File: src/rtl/serial_sub16.sv
// ---------------------------------------------------------------------------
// serial_sub16
//   Nibble-serial subtractor. Latches two W-bit operands (W = 4*NIBBLES) and a
//   borrow-in on an accepted start, then runs one 4-bit subtract per clock,
//   LSB nibble first, chaining the borrow between nibbles. When the top nibble
//   has been processed, the full difference and final borrow are presented
//   with a one-cycle done pulse.
//
// Ports
//   clk      in   1  rising-edge clock
//   rst_n    in   1  asynchronous active-low reset
//   i_start  in   1  begin a subtraction (sampled only in IDLE)
//   i_a      in   W  minuend, latched on accepted start
//   i_b      in   W  subtrahend, latched on accepted start
//   i_bin    in   1  borrow-in, latched on accepted start
//   o_busy   out  1  high while nibbles are being processed
//   o_done   out  1  one-cycle pulse when o_d / o_bout are final
//   o_d      out  W  a - b - bin modulo 2^W (partial nibbles visible in RUN)
//   o_bout   out  1  1 iff a < b + bin (unsigned)
// ---------------------------------------------------------------------------
module serial_sub16 #(
    parameter int NIBBLES = 4
) (
    input  logic                 clk,
    input  logic                 rst_n,
    input  logic                 i_start,
    input  logic [4*NIBBLES-1:0] i_a,
    input  logic [4*NIBBLES-1:0] i_b,
    input  logic                 i_bin,
    output logic                 o_busy,
    output logic                 o_done,
    output logic [4*NIBBLES-1:0] o_d,
    output logic                 o_bout
);

    localparam int W     = 4 * NIBBLES;
    localparam int CNT_W = $clog2(NIBBLES);

    typedef enum logic [1:0] {
        S_IDLE = 2'd0,
        S_RUN  = 2'd1,
        S_DONE = 2'd2
    } state_t;

    // One nibble of subtraction: bit 4 of the result is the borrow out.
    function automatic logic [4:0] sub_nibble(input logic [3:0] a_nib,
                                              input logic [3:0] b_nib,
                                              input logic       brw);
        sub_nibble = {1'b0, a_nib} - {1'b0, b_nib} - {4'b0000, brw};
    endfunction

    state_t           r_state;
    state_t           w_next_state;
    logic [W-1:0]     r_a;
    logic [W-1:0]     r_b;
    logic             r_borrow;
    logic [CNT_W-1:0] r_cnt;
    logic [W-1:0]     r_d;
    logic             r_bout;
    logic             r_busy;
    logic             r_done;

    logic [4:0]       w_diff;
    logic [W-1:0]     w_d_next;
    logic             w_last;

    // Operands shift right each nibble, so the active nibble is always [3:0].
    assign w_diff = sub_nibble(r_a[3:0], r_b[3:0], r_borrow);
    assign w_last = (r_cnt == CNT_W'(NIBBLES - 1));

    always_comb begin
        w_d_next = r_d;
        for (int k = 0; k < NIBBLES; k++) begin
            if (r_cnt == CNT_W'(k)) begin
                w_d_next[4*k +: 4] = w_diff[3:0];
            end
        end
    end

    always_comb begin
        w_next_state = r_state;
        case (r_state)
            S_IDLE:  if (i_start) w_next_state = S_RUN;
            S_RUN:   if (w_last)  w_next_state = S_DONE;
            S_DONE:  w_next_state = S_IDLE;
            default: w_next_state = S_IDLE;
        endcase
    end

    always_ff @(posedge clk or negedge rst_n) begin
        if (!rst_n) begin
            r_state  <= S_IDLE;
            r_busy   <= 1'b0;
            r_done   <= 1'b0;
            r_a      <= '0;
            r_b      <= '0;
            r_borrow <= 1'b0;
            r_cnt    <= '0;
            r_d      <= '0;
            r_bout   <= 1'b0;
        end else begin
            r_state <= w_next_state;
            // Status flags decoded from the next state keep them as clean flops.
            r_busy  <= (w_next_state == S_RUN);
            r_done  <= (w_next_state == S_DONE);
            case (r_state)
                S_IDLE: begin
                    if (i_start) begin
                        r_a      <= i_a;
                        r_b      <= i_b;
                        r_borrow <= i_bin;
                        r_cnt    <= '0;
                        r_d      <= '0;
                    end
                end
                S_RUN: begin
                    r_a      <= {4'b0000, r_a[W-1:4]};
                    r_b      <= {4'b0000, r_b[W-1:4]};
                    r_borrow <= w_diff[4];
                    r_d      <= w_d_next;
                    r_cnt    <= r_cnt + 1'b1;
                    if (w_last) begin
                        r_bout <= w_diff[4];
                    end
                end
                default: begin
                end
            endcase
        end
    end

    assign o_busy = r_busy;
    assign o_done = r_done;
    assign o_d    = r_d;
    assign o_bout = r_bout;

endmodule
File: config.mk
export PLATFORM = sky130hd
export DESIGN_NAME = serial_sub16
export DESIGN_NICKNAME = d
export VERILOG_FILES = /design/src/rtl/serial_sub16.sv
export SDC_FILE = /design/constraint.sdc
export NUM_CORES = 1
export LEC_CHECK = 0
export CAP_MARGIN = 20
export CORE_MARGIN = 2
export CORE_UTILIZATION = 55
export DETAILED_ROUTE_END_ITERATION = 12
export GPL_TIMING_DRIVEN = 0
export HOLD_SLACK_MARGIN = 0.05
export PLACE_DENSITY = 0.93
export SLEW_MARGIN = 15
export SYNTH_ARGS = -nofsm -noshare
export SYNTH_HDL_FRONTEND = slang
export SYNTH_SLANG_ARGS = --single-unit
File: constraint.sdc
create_clock -name clk -period 4.35 [get_ports clk]
set_input_delay 0.87 -clock clk [delete_from_list [all_inputs] [get_ports clk]]
set_output_delay 0.87 -clock clk [all_outputs]
set_load 0.02 [all_outputs]
==> metrics.md <==
| Metric | Value |
|---|---|
| Outcome | completed |
| Min Tclk post-route | 2.17 ns |
| Setup TNS | 0 ns |
| Clock-pin transition on the worst setup and hold timing paths | 0.10 ns |
| Area occupied by multi-input gates | 1420 um2 |
| Synthesized net count | 335 |
| Max cap viols | 0 |
| Simple-gate share of the synthesized area | between 10 and 15% |
| R2R cell count | 6 |
| Worst Path Arrival | 1.30 ns |
| Routed len/inst | approximately 17 um |
| DIE WIDTH | 77.9 um |
| Final hold viol count | 0 |
| Clk Latency, worst-skew pair | 0.31 ns |
| Setup violators final | 0 |
| Synth top area share | 46.6% |
| CORE AREA | 5200 um2 |
| Fmax | 462 MHz |
| Initial Utilization | 57.8% |
| Count of cell types in the netlist | 41 |
| Post-Syn Area | 3010 um2 |
| ANT nets after route | 0 |
| Number of flops mapped to enable cells by yosys | 0 |
| Num CTS Buffers | 5 |
| Number of fill cells | 375 |
| FF+latch count, synth | 56 |
| Max VDD drop | 0.000364 V |
| Leakage power | 1.64 nW |
| CP Capture Type | primary output |
| DP HPWL | 5140 um |
| Root Buffer | clkbuf_8 |
| Post-Synth XOR/XNOR Area | 0.583% |
| Syn Inst Count | approximately 290 |
| Htree depth | 2 |
| CP max stage delay | 0.61 ns |
| First-pass GRT wire length | 11700 um |
| # diodes | 0 |
| DRT Pass-1 Iters | 4 |
| Switching part of the total power | about two fifths |
| Crit share post-route | 49.8% |
| Register share of total power | roughly a third |
| P_sw | 1.07 mW |
| Power Density | between 600 and 700 nW/um2 |
| Syn Area/Cell | 10.5 um2 |
| Synth Area in Compound Gates | 23.1% |
| Measured slew at the worst slew-check pin | 0.717 ns |
| Clock tree from TritonCTS | built |
| Primary FF master, synth | dfrtp_1 |
| Clock network power share | 10.5% |
| Layout cell share with drive strength beyond 1 | 13.5% |
| Worst Path Buf+Inv | 1 |
| Gr ovfl total | 0 |
| Crit path capture | o_d[12] |
| Slew Limit Headroom | 52.2% |
| Final Max Tran Viols | 0 |
| Initial antenna violation count | 0 |
| Area leader, netlist | dfrtp_1 |
| P&R area growth vs syn | 23.1% |
| Logic pwr share | 55.4% |
| Total Routing Usage GR | 24.5% |
| Worst r2r dst | o_d[3] |
| Hold Path Class | register to register |
| WL final | slightly above 7000 um |
| Drt drc | 0 |
| Final GP Congestion | 0.862 |
| Adder-cell share of the synthesized area | 5.49% |
| Post-synthesis async set-or-reset flop share | 100% |
| Vias in the first global route | ~2500 |
| Clk sinks | 56 |
| Initial DRC count | between 150 and 200 |
| Crit path launch type | register |
| Setup ws final | 2.18 ns |
| CP cell instances | clkdlybuf4s50_1 |
| Int Power | 1.50 mW |
| Critical-path top delay cell | clkdlybuf4s50_1 |
| CP Max Fanout | 2 |
| Standard-cell row count | 26 |
| Clock skew | ~0.01 ns |
| Buffers on Ports | 53 |
| Resized cells post-CTS | 0 |
| Critical path class | register to primary output |
| Multiplexer share of the synthesized area | 5.37% |
| Critical Path Stages | 1 |
| Ranking of synthesized cells by area | dfrtp_1 (47%), a22oi_1 (5.7%), a21oi_1 (5.2%) |
| I/O Pins | between 50 and 60 |
| CTS max path bufs | 2 |
| Flop2flop setup slack | around 2.2 ns |
| Net count, final | about 400 |
| Unrepaired setup endpoints after global routing | false |
| CP required | 3.48 ns |
| Maximum number of pins on one net before global-route repair | 57 |
| Largest family of logic cells by synthesized area | compound AO/OA/AOI/OAI gates |
| Total number of vias | 2416 |
| Critical path origin | o_d[12] |
| Post-CTS Setup Bufs | 0 |
| Pre-CTS setup slack | 2.29 ns |
| Via/cell ratio | roughly 5.8 |
| Die Y-Extent | 77.9 um |
| Seq/Total Area, Yosys | between 40% and 50% |
| Reg-to-reg startpoint | r_a[0] |
| Ys Warns | 0 |
| Die ar. | a little over 6000 um2 |
| FF+latch area | 1400 um2 |
| Hold-fix buffers, CTS | 0 |
| CP top delay family | buffers and inverters |
[area by class of cell]
type                    instances  share of cell area, %
clock buffers                   6                   1.96
well taps                      70                   2.37
clock inverters                 1                  0.135
repair buffers                 53                   14.3
inverters                      18                   1.83
multi-input cells             194                   38.2
flip-flops and latches         56                   37.9
plain buffers                  19                   3.31
[metal layers]
metal	vias up	track usage (%)	share of wire, %
met5	-	0	0
met4	0	11.4	2.2
met3	15	4.42	6.4
met2	87	38.2	50
met1	1198	33.5	42
li1	1116	-	-
[power by group through the flow]
stage               Sequential, mW  Combinational [mW]  Clock [mW]
finish                       0.880                1.43       0.271
global route                 0.906                1.56       0.291
CTS                          0.877                1.42       0.276
detailed placement           0.886                1.41           0
global placement             0.873                1.34           0
floorplan                    0.933               0.903           0
[layout by cell type, fill, tap and decap left out, drive strengths merged, types with 3 or more instances in the layout]
cell type	instances
dfrtp	56
clkdlybuf4s50	52
a21oi	35
o21ai	35
a22oi	23
nor2b	22
inv	18
nand2	17
buf	15
mux2	13
clkbuf	11
ha	10
and2b	8
a2bb2oi	4
o32ai	4
and3b	3
nor2	3
nand2b	3
[kinds of logic (layout without fill, tap and decap cells)]
family,count (synthesis),count (layout)
AO/OA/AOI/OAI,107,107
AND/OR/NAND/NOR,60,60
flip-flops,56,56
buffers and inverters,37,97
multiplexers,13,13
adder cells (fa/ha/maj),12,12
XOR/XNOR,2,2
[Yosys cell counts (2+ instances only)]
| cell | number |
|---|---|
| clkbuf_1 | 5 |
| o21ai_1 | 4 |
| dfrtp_1 | 56 |
| buf_2 | 5 |
| mux2_2 | 8 |
| buf_6 | 3 |
| nor2_1 | 3 |
| nand2_2 | 3 |
| buf_4 | 6 |
| o21ai_0 | 31 |
| and3b_1 | 3 |
| o32ai_1 | 3 |
| ha_1 | 10 |
| a22oi_1 | 23 |
| a2bb2oi_1 | 4 |
| nand2b_1 | 2 |
| a21oi_4 | 4 |
| inv_1 | 17 |
| mux2_4 | 4 |
| nand2_1 | 12 |
| nor2b_1 | 21 |
| a21oi_1 | 31 |
| fa_1 | 2 |
| a21boi_0 | 2 |
| nand2_4 | 2 |
| and2b_1 | 8 |
[worst reg2reg max path: stages, from the launching register on]
cell and delay [ns]:
dfrtp_1 0.44, fa_1 0.58, inv_1 0.07, ha_1 0.19, o21ai_0 0.20, a21boi_0 0.24
o32ai_1 0.33
[worst min path at each step]
stage | depth (start not counted) | from | slack [ns] | end
final | 1 | o_d[5] | 0.50 | o_d[5]
after CTS | 1 | o_d[5] | 0.50 | o_d[5]
after floorplan | 2 | r_a[12] | 0.47 | r_a[12]
after global routing | 1 | o_d[0] | 0.53 | o_d[0]
after detailed placement | 1 | o_d[5] | 0.48 | o_d[5]
after global placement | 1 | o_d[5] | 0.48 | o_d[5]
[state kept, by name, summed over array words and instances, names as in the netlist]
register / cells
o_done: 1
r_borrow: 1
o_bout: 1
r_state: 2
r_b: 16
o_busy: 1
r_a: 16
r_cnt: 2
o_d: 16
[through the flow]
stage / hold WS, ns / power (mW) / utilization (%) / cell area, um2 / instances
after floorplan: 0.468 / 1.84 / - / 3010 / 287
after global placement: 0.479 / 2.21 / 69.6 / 3620 / 410
after detailed placement: 0.485 / 2.29 / 69.6 / 3620 / 410
after CTS: 0.504 / 2.58 / 71.1 / 3700 / 417
after global routing: 0.526 / 2.76 / 71.1 / 3700 / 417
final: 0.503 / 2.58 / 71.1 / 3700 / 417
(Power assumes the default switching activity.)
